<file path="src/rtl/spi_slave_port.sv">
// spi_slave_port: oversampled SPI responder for all four clock modes.
// Deserialises MOSI into words and serialises a one-deep tx holding register.
module spi_slave_port #(
  parameter int unsigned PHASE     = 0,
  parameter int unsigned ACTIVE    = 0,
  parameter int unsigned DSIZE     = 8,
  parameter int unsigned MSB_FIRST = 1
) (
  input  logic             clock,
  input  logic             rst_n,
  input  logic             spi_sck,
  input  logic             spi_cs_n,
  input  logic             spi_mosi,
  output logic             spi_miso,
  output logic             spi_miso_oe,
  input  logic [DSIZE-1:0] tx_data,
  input  logic             tx_valid,
  output logic             tx_ready,
  output logic [DSIZE-1:0] rx_data,
  output logic             rx_valid,
  output logic             tx_underrun,
  output logic             cs_active
);

  localparam int unsigned CW = $clog2(DSIZE);
  localparam logic [CW-1:0] LAST = CW'(DSIZE - 1);
  localparam logic SCK_IDLE = (ACTIVE != 0);

  typedef enum logic {
    S_IDLE,
    S_SEL
  } state_t;

  state_t r_state;
  state_t w_state_nxt;

  logic r_sck_s1, r_sck_s2, r_sck_s3;
  logic r_cs_s1, r_cs_s2, r_cs_s3;
  logic r_mosi_s1, r_mosi_s2;

  logic [CW-1:0]    r_cnt;
  logic [DSIZE-1:0] r_rx_sr;
  logic [DSIZE-1:0] r_tx_sr;
  logic [DSIZE-1:0] r_hold;
  logic             r_hold_full;
  logic [DSIZE-1:0] r_rx_data;
  logic             r_rx_valid;
  logic             r_underrun;

  logic w_sck_rise, w_sck_fall;
  logic w_lead, w_trail;
  logic w_sample, w_shift;
  logic w_cs_fall, w_cs_rise;
  logic w_enter, w_leave;
  logic w_edges_ok;
  logic w_do_sample, w_do_shift;
  logic w_load, w_hs;
  logic [DSIZE-1:0] w_rx_word;
  logic [DSIZE-1:0] w_tx_next;

  // Two-flop synchronisers plus a history flop for edge detection.
  always_ff @(posedge clock or negedge rst_n) begin
    if (!rst_n) begin
      r_sck_s1  <= SCK_IDLE;
      r_sck_s2  <= SCK_IDLE;
      r_sck_s3  <= SCK_IDLE;
      r_cs_s1   <= 1'b1;
      r_cs_s2   <= 1'b1;
      r_cs_s3   <= 1'b1;
      r_mosi_s1 <= 1'b0;
      r_mosi_s2 <= 1'b0;
    end else begin
      r_sck_s1  <= spi_sck;
      r_sck_s2  <= r_sck_s1;
      r_sck_s3  <= r_sck_s2;
      r_cs_s1   <= spi_cs_n;
      r_cs_s2   <= r_cs_s1;
      r_cs_s3   <= r_cs_s2;
      r_mosi_s1 <= spi_mosi;
      r_mosi_s2 <= r_mosi_s1;
    end
  end

  assign w_sck_rise = r_sck_s2 & ~r_sck_s3;
  assign w_sck_fall = ~r_sck_s2 & r_sck_s3;
  assign w_lead     = (ACTIVE != 0) ? w_sck_fall : w_sck_rise;
  assign w_trail    = (ACTIVE != 0) ? w_sck_rise : w_sck_fall;
  assign w_sample   = (PHASE == 0) ? w_lead : w_trail;
  assign w_shift    = (PHASE == 0) ? w_trail : w_lead;
  assign w_cs_fall  = ~r_cs_s2 & r_cs_s3;
  assign w_cs_rise  = r_cs_s2 & ~r_cs_s3;

  // Select state machine: next state and entry/exit strobes.
  always_comb begin
    w_state_nxt = r_state;
    w_enter     = 1'b0;
    w_leave     = 1'b0;
    case (r_state)
      S_IDLE: begin
        if (w_cs_fall) begin
          w_state_nxt = S_SEL;
          w_enter     = 1'b1;
        end
      end
      S_SEL: begin
        if (w_cs_rise) begin
          w_state_nxt = S_IDLE;
          w_leave     = 1'b1;
        end
      end
      default: w_state_nxt = S_IDLE;
    endcase
  end

  // State register.
  always_ff @(posedge clock or negedge rst_n) begin
    if (!rst_n) r_state <= S_IDLE;
    else        r_state <= w_state_nxt;
  end

  assign w_edges_ok  = (r_state == S_SEL) && !w_cs_rise;
  assign w_do_sample = w_edges_ok && w_sample;
  assign w_do_shift  = w_edges_ok && w_shift;
  assign w_load      = ((PHASE == 0) && w_enter) ||
                       (w_do_shift && (r_cnt == '0));
  assign w_hs        = tx_valid && !r_hold_full;

  assign w_rx_word = (MSB_FIRST != 0) ?
                     {r_rx_sr[DSIZE-2:0], r_mosi_s2} :
                     {r_mosi_s2, r_rx_sr[DSIZE-1:1]};
  assign w_tx_next = (MSB_FIRST != 0) ?
                     {r_tx_sr[DSIZE-2:0], 1'b0} :
                     {1'b0, r_tx_sr[DSIZE-1:1]};

  // Receive path: bit counter, shift register and word strobe.
  always_ff @(posedge clock or negedge rst_n) begin
    if (!rst_n) begin
      r_cnt      <= '0;
      r_rx_sr    <= '0;
      r_rx_data  <= '0;
      r_rx_valid <= 1'b0;
    end else begin
      r_rx_valid <= 1'b0;
      if (w_enter || w_leave) begin
        r_cnt <= '0;
      end else if (w_do_sample) begin
        r_rx_sr <= w_rx_word;
        if (r_cnt == LAST) begin
          r_cnt      <= '0;
          r_rx_data  <= w_rx_word;
          r_rx_valid <= 1'b1;
        end else begin
          r_cnt <= r_cnt + CW'(1);
        end
      end
    end
  end

  // Transmit path: holding register, load/underrun and shift.
  always_ff @(posedge clock or negedge rst_n) begin
    if (!rst_n) begin
      r_hold      <= '0;
      r_hold_full <= 1'b0;
      r_tx_sr     <= '0;
      r_underrun  <= 1'b0;
    end else begin
      r_underrun <= 1'b0;
      if (w_load) begin
        r_tx_sr     <= r_hold_full ? r_hold : '1;
        r_underrun  <= !r_hold_full;
        r_hold_full <= 1'b0;
      end else if (w_do_shift) begin
        r_tx_sr <= w_tx_next;
      end
      if (w_hs) begin
        r_hold      <= tx_data;
        r_hold_full <= 1'b1;
      end
    end
  end

  assign spi_miso    = (MSB_FIRST != 0) ? r_tx_sr[DSIZE-1] : r_tx_sr[0];
  assign cs_active   = (r_state == S_SEL);
  assign spi_miso_oe = cs_active;
  assign tx_ready    = !r_hold_full;
  assign rx_data     = r_rx_data;
  assign rx_valid    = r_rx_valid;
  assign tx_underrun = r_underrun;

endmodule

</file>
<file path="config.mk">
export PLATFORM = sky130hd
export DESIGN_NAME = spi_slave_port
export DESIGN_NICKNAME = d
export VERILOG_FILES = /design/src/rtl/spi_slave_port.sv
export SDC_FILE = /design/constraint.sdc
export NUM_CORES = 1
export LEC_CHECK = 0
export ABC_AREA = 1
export BUFFER_PORTS_ARGS = -buffer_cell sky130_fd_sc_hd__buf_2
export CAP_MARGIN = 15
export CORE_MARGIN = 3
export CORE_UTILIZATION = 55
export DETAILED_ROUTE_END_ITERATION = 8
export MAX_ROUTING_LAYER = met4
export PLACE_DENSITY = 0.82
export SKIP_LAST_GASP = 1
export SYNTH_ARGS = -nofsm -noshare
export SYNTH_HDL_FRONTEND = slang
export SYNTH_SLANG_ARGS = --single-unit
</file>
<file path="constraint.sdc">
create_clock -name clock -period 1.75 [get_ports clock]
set_clock_uncertainty 0.1 [all_clocks]
set_input_delay 0.525 -clock clock [delete_from_list [all_inputs] [get_ports clock]]
set_output_delay 0.525 -clock clock [all_outputs]
set_load 0.1 [all_outputs]
</file>
==> summary.md <==
| Metric | Value |
|---|---|
| Vias | 1373 |
| Max transition margin | 73.40% |
| CTS clk-pin slew, worst paths | 130 ps |
| Die Area | 0.004352 mm^2 |
| Layout cells sized above 1 | 31.30% |
| Slowest-stage cell, CP | dfrtp_1 |
| Area grow syn2layout | 20.37% |
| Max H-tree Level | 2 |
| CP Data Required Time | 1120 ps |
| WL/cell | 11.76 um |
| Layout fillers | 245 |
| Final WS setup | 19.54 ps |
| IO Pins | 28 |
| Critical path buffers and inverters | 2 |
| Critical Path Start Type | flip-flop |
| Initial drt markers | 69 |
| Commonest cells in the synthesized netlist | nand2_1 (62), dfrtp_1 (43), nand3_1 (14) |
| Mapped Nets | 210 |
| Setup-failing EPs final | 0 |
| Largest net degree at the start of global routing | 31 |
| Met1 Resource Use GR | 22.35% |
| Longest Clk Path Bufs | 2 |
| Crit Path Category | reg -> out |
| Number of global-route vias before repair | 1309 |
| Arrival time at the worst endpoint | 1110 ps |
| Setup crit end kind | output port |
| Hold WC Path Type | in -> reg |
| Top FF cell, synth | dfrtp_1 |
| Initial antenna violation count | 0 |
| CTS tree | built |
| CTS root buf | clkbuf_4 |
| Die Wd | 65.97 um |
| Final WL | 3246 um |
| Synth area leader | dfrtp_1 |
| Worst vdd ir | 883.9 uV |
| Ys Warns | 0 |
| Cell area after synthesis | 0.001978 mm^2 |
| Place WS | 210.5 ps |
| Fin. max-slew vios | 0 |
| Worst-skew pair later-pin latency | 360 ps |
| Top cell type's share of synthesized area | 54.40% |
| Core area | 0.003390 mm^2 |
| Vias per inst | 4.975 |
| Fin nets | 246 |
| Clock sinks | 46 |
| Remaining Overflow, GRT | 0 |
| Critical path's largest stage delay | 450 ps |
| Finished Core Util | 70.25% |
| Final worst path period share | 98.88% |
| Slew @ Worst Pin | 399.0 ps |
| Met3 Use GR | 3.571% |
| Leakage | 1.267 nW |
| Async SR Flop Fraction | 100.0% |
| CP delay by family, top | flip-flops |
| Fmax | 577.9 MHz |
| Post-DP HPWL | 2259 um |
| # DRC | 0 |
| Status | completed |
| Routability cong. | 0.7704 |
| Most numerous cell in the Yosys netlist | nand2_1 |
| Post-synthesis sequential area ratio | 58.38% |
| TritonRoute pass-1 iters | 4 |
| Global route hottest layer | met2 |
| Number of CTS-inserted buffers | 5 |
| Final hold violations | 0 |
| Initial Util | 58.36% |
| FF+latch count, synth | 46 |
| Row cnt | 21 |
| Power per cell area | 1424 mW/mm^2 |
| GRT Total Usage | 17.77% |
| Min Tclk post-route | 1730 ps |
| Synth top area cells | dfrtp_1 (54%), nand2_1 (12%), mux2_2 (4.6%) |
| RSZ-0062 raised after global routing | true |
| Syn_area_per_cell | 10.25 um^2 |
| Post-Syn Instances | 193 |
| TNS Setup | 0 ps |
| Max-Cap Viols | 0 |
| Chip height | 65.97 um |
| Met2 usage | 27.41% |
| Critical Path, Cell by Cell | inv_4 > buf_12 |
| Placed inst area | 0.002215 mm^2 |
| First-pass GRT wire length | 5671 um |
| Cell area after layout | 0.002381 mm^2 |
| Input/output buffers | 27 |
| Crit path max fanout | 6 |
| Diode count | 0 |
| Distinct cells, synth | 23 |
| Detail Route Antenna Nets | 0 |
| Post-synth EDFFs | 0 |
## worst reg2reg max path, delay by kind of cell, from the launching register on
family          cells  cell delay, ps
compound gates      1             280
fa+ha+maj           2             290
simple gates        1              70
flops               1             390
buf+inv             1             310
## cell families (layout without fill, tap and decap cells)
| logic type | Yosys count | count (layout) | synth area share (%) |
|---|---|---|---|
| flops | 46 | 46 | 58.38 |
| fa+ha+maj | 3 | 3 | 1.898 |
| buf+inv | 19 | 56 | 4.870 |
| mux | 8 | 8 | 4.554 |
| simple gates | 103 | 103 | 26.19 |
| compound gates | 14 | 14 | 4.111 |
## power breakdown
part | switching [W] | internal, W | total [W]
registers | 0.000171 | 0.00133 | 0.00150
clock network | 0.000329 | 0.000484 | 0.000813
logic | 0.000639 | 0.000436 | 0.00108
## worst paths after layout
path / start / endpoint / slack (ps) / cells after the start
min in group asynchronous: rst_n / r_hold[7] / 510 / 2
hold / removal: spi_cs_n / r_cs_s1 / 150 / 1
setup reg to reg: r_cnt[0] / rx_data[5] / 180 / 5
hold reg to reg: r_cs_s1 / r_cs_s2 / 270 / 0
max in group asynchronous: rst_n / rx_data[4] / 560 / 3
setup / recovery: r_hold_full / tx_ready / 20 / 2
## timing repair
action,in CTS,in global routing
resized for setup,11,1
hold endpoints to repair,13,0
hold buffers,1,0
buffers inserted,0,2
endpoints found under the setup margin,11,2
## registers in the layout, summed over array words and instances, names as in the netlist
register / cells
r_hold: 8
r_tx_sr: 8
rx_data: 8
r_rx_sr: 7
r_cnt: 3
cs_active: 1
r_cs_s1: 1
r_cs_s2: 1
r_cs_s3: 1
r_hold_full: 1
r_mosi_s1: 1
r_mosi_s2: 1
r_sck_s1: 1
r_sck_s2: 1
r_sck_s3: 1
rx_valid: 1
tx_underrun: 1
## cell usage in the layout (no fill, tap or decap), types with 2 or more instances in the layout
master,n
ha_1,3
clkbuf_4,6
buf_12,4
buf_2,13
nand3b_1,5
nor2_1,7
bufinv_16,2
nand3_1,14
o21ai_0,11
nand2_1,62
inv_1,11
o21ai_2,3
inv_4,2
nand2_2,2
buf_4,14
dfrtp_1,42
nand2_4,3
or2_2,5
mux2_2,8
dfstp_2,3
nor2_8,2
## metrics by stage
step / std cells / hold WS (ps) / total power, W
after floorplan: 193 / 129.4 / 0.002269
after global placement: 265 / 235.8 / 0.002508
after detailed placement: 265 / 240.1 / 0.002543
after CTS: 274 / 131.9 / 0.003374
after global routing: 276 / 132.3 / 0.003601
final: 276 / 150.6 / 0.003391
## layout make-up
type	instances	area [um^2]	share of cell area, %
Clock inverter	2	60.06	2.522
Timing Repair Buffer	33	267.8	11.25
Sequential cell	46	1156	48.56
Tap cell	46	57.56	2.417
Multi-Input combinational cell	128	726.9	30.53
Clock buffer	6	51.30	2.154
Inverter	15	61.31	2.575
## per-layer routing
metal  vias to the layer above  wire length (um)
met5                         -                 0
met4                         0                66
met3                         6               149
met2                        30              1555
met1                       650              1475
li1                        687                 -
No activity file was read; power rests on OpenSTA's default activity.
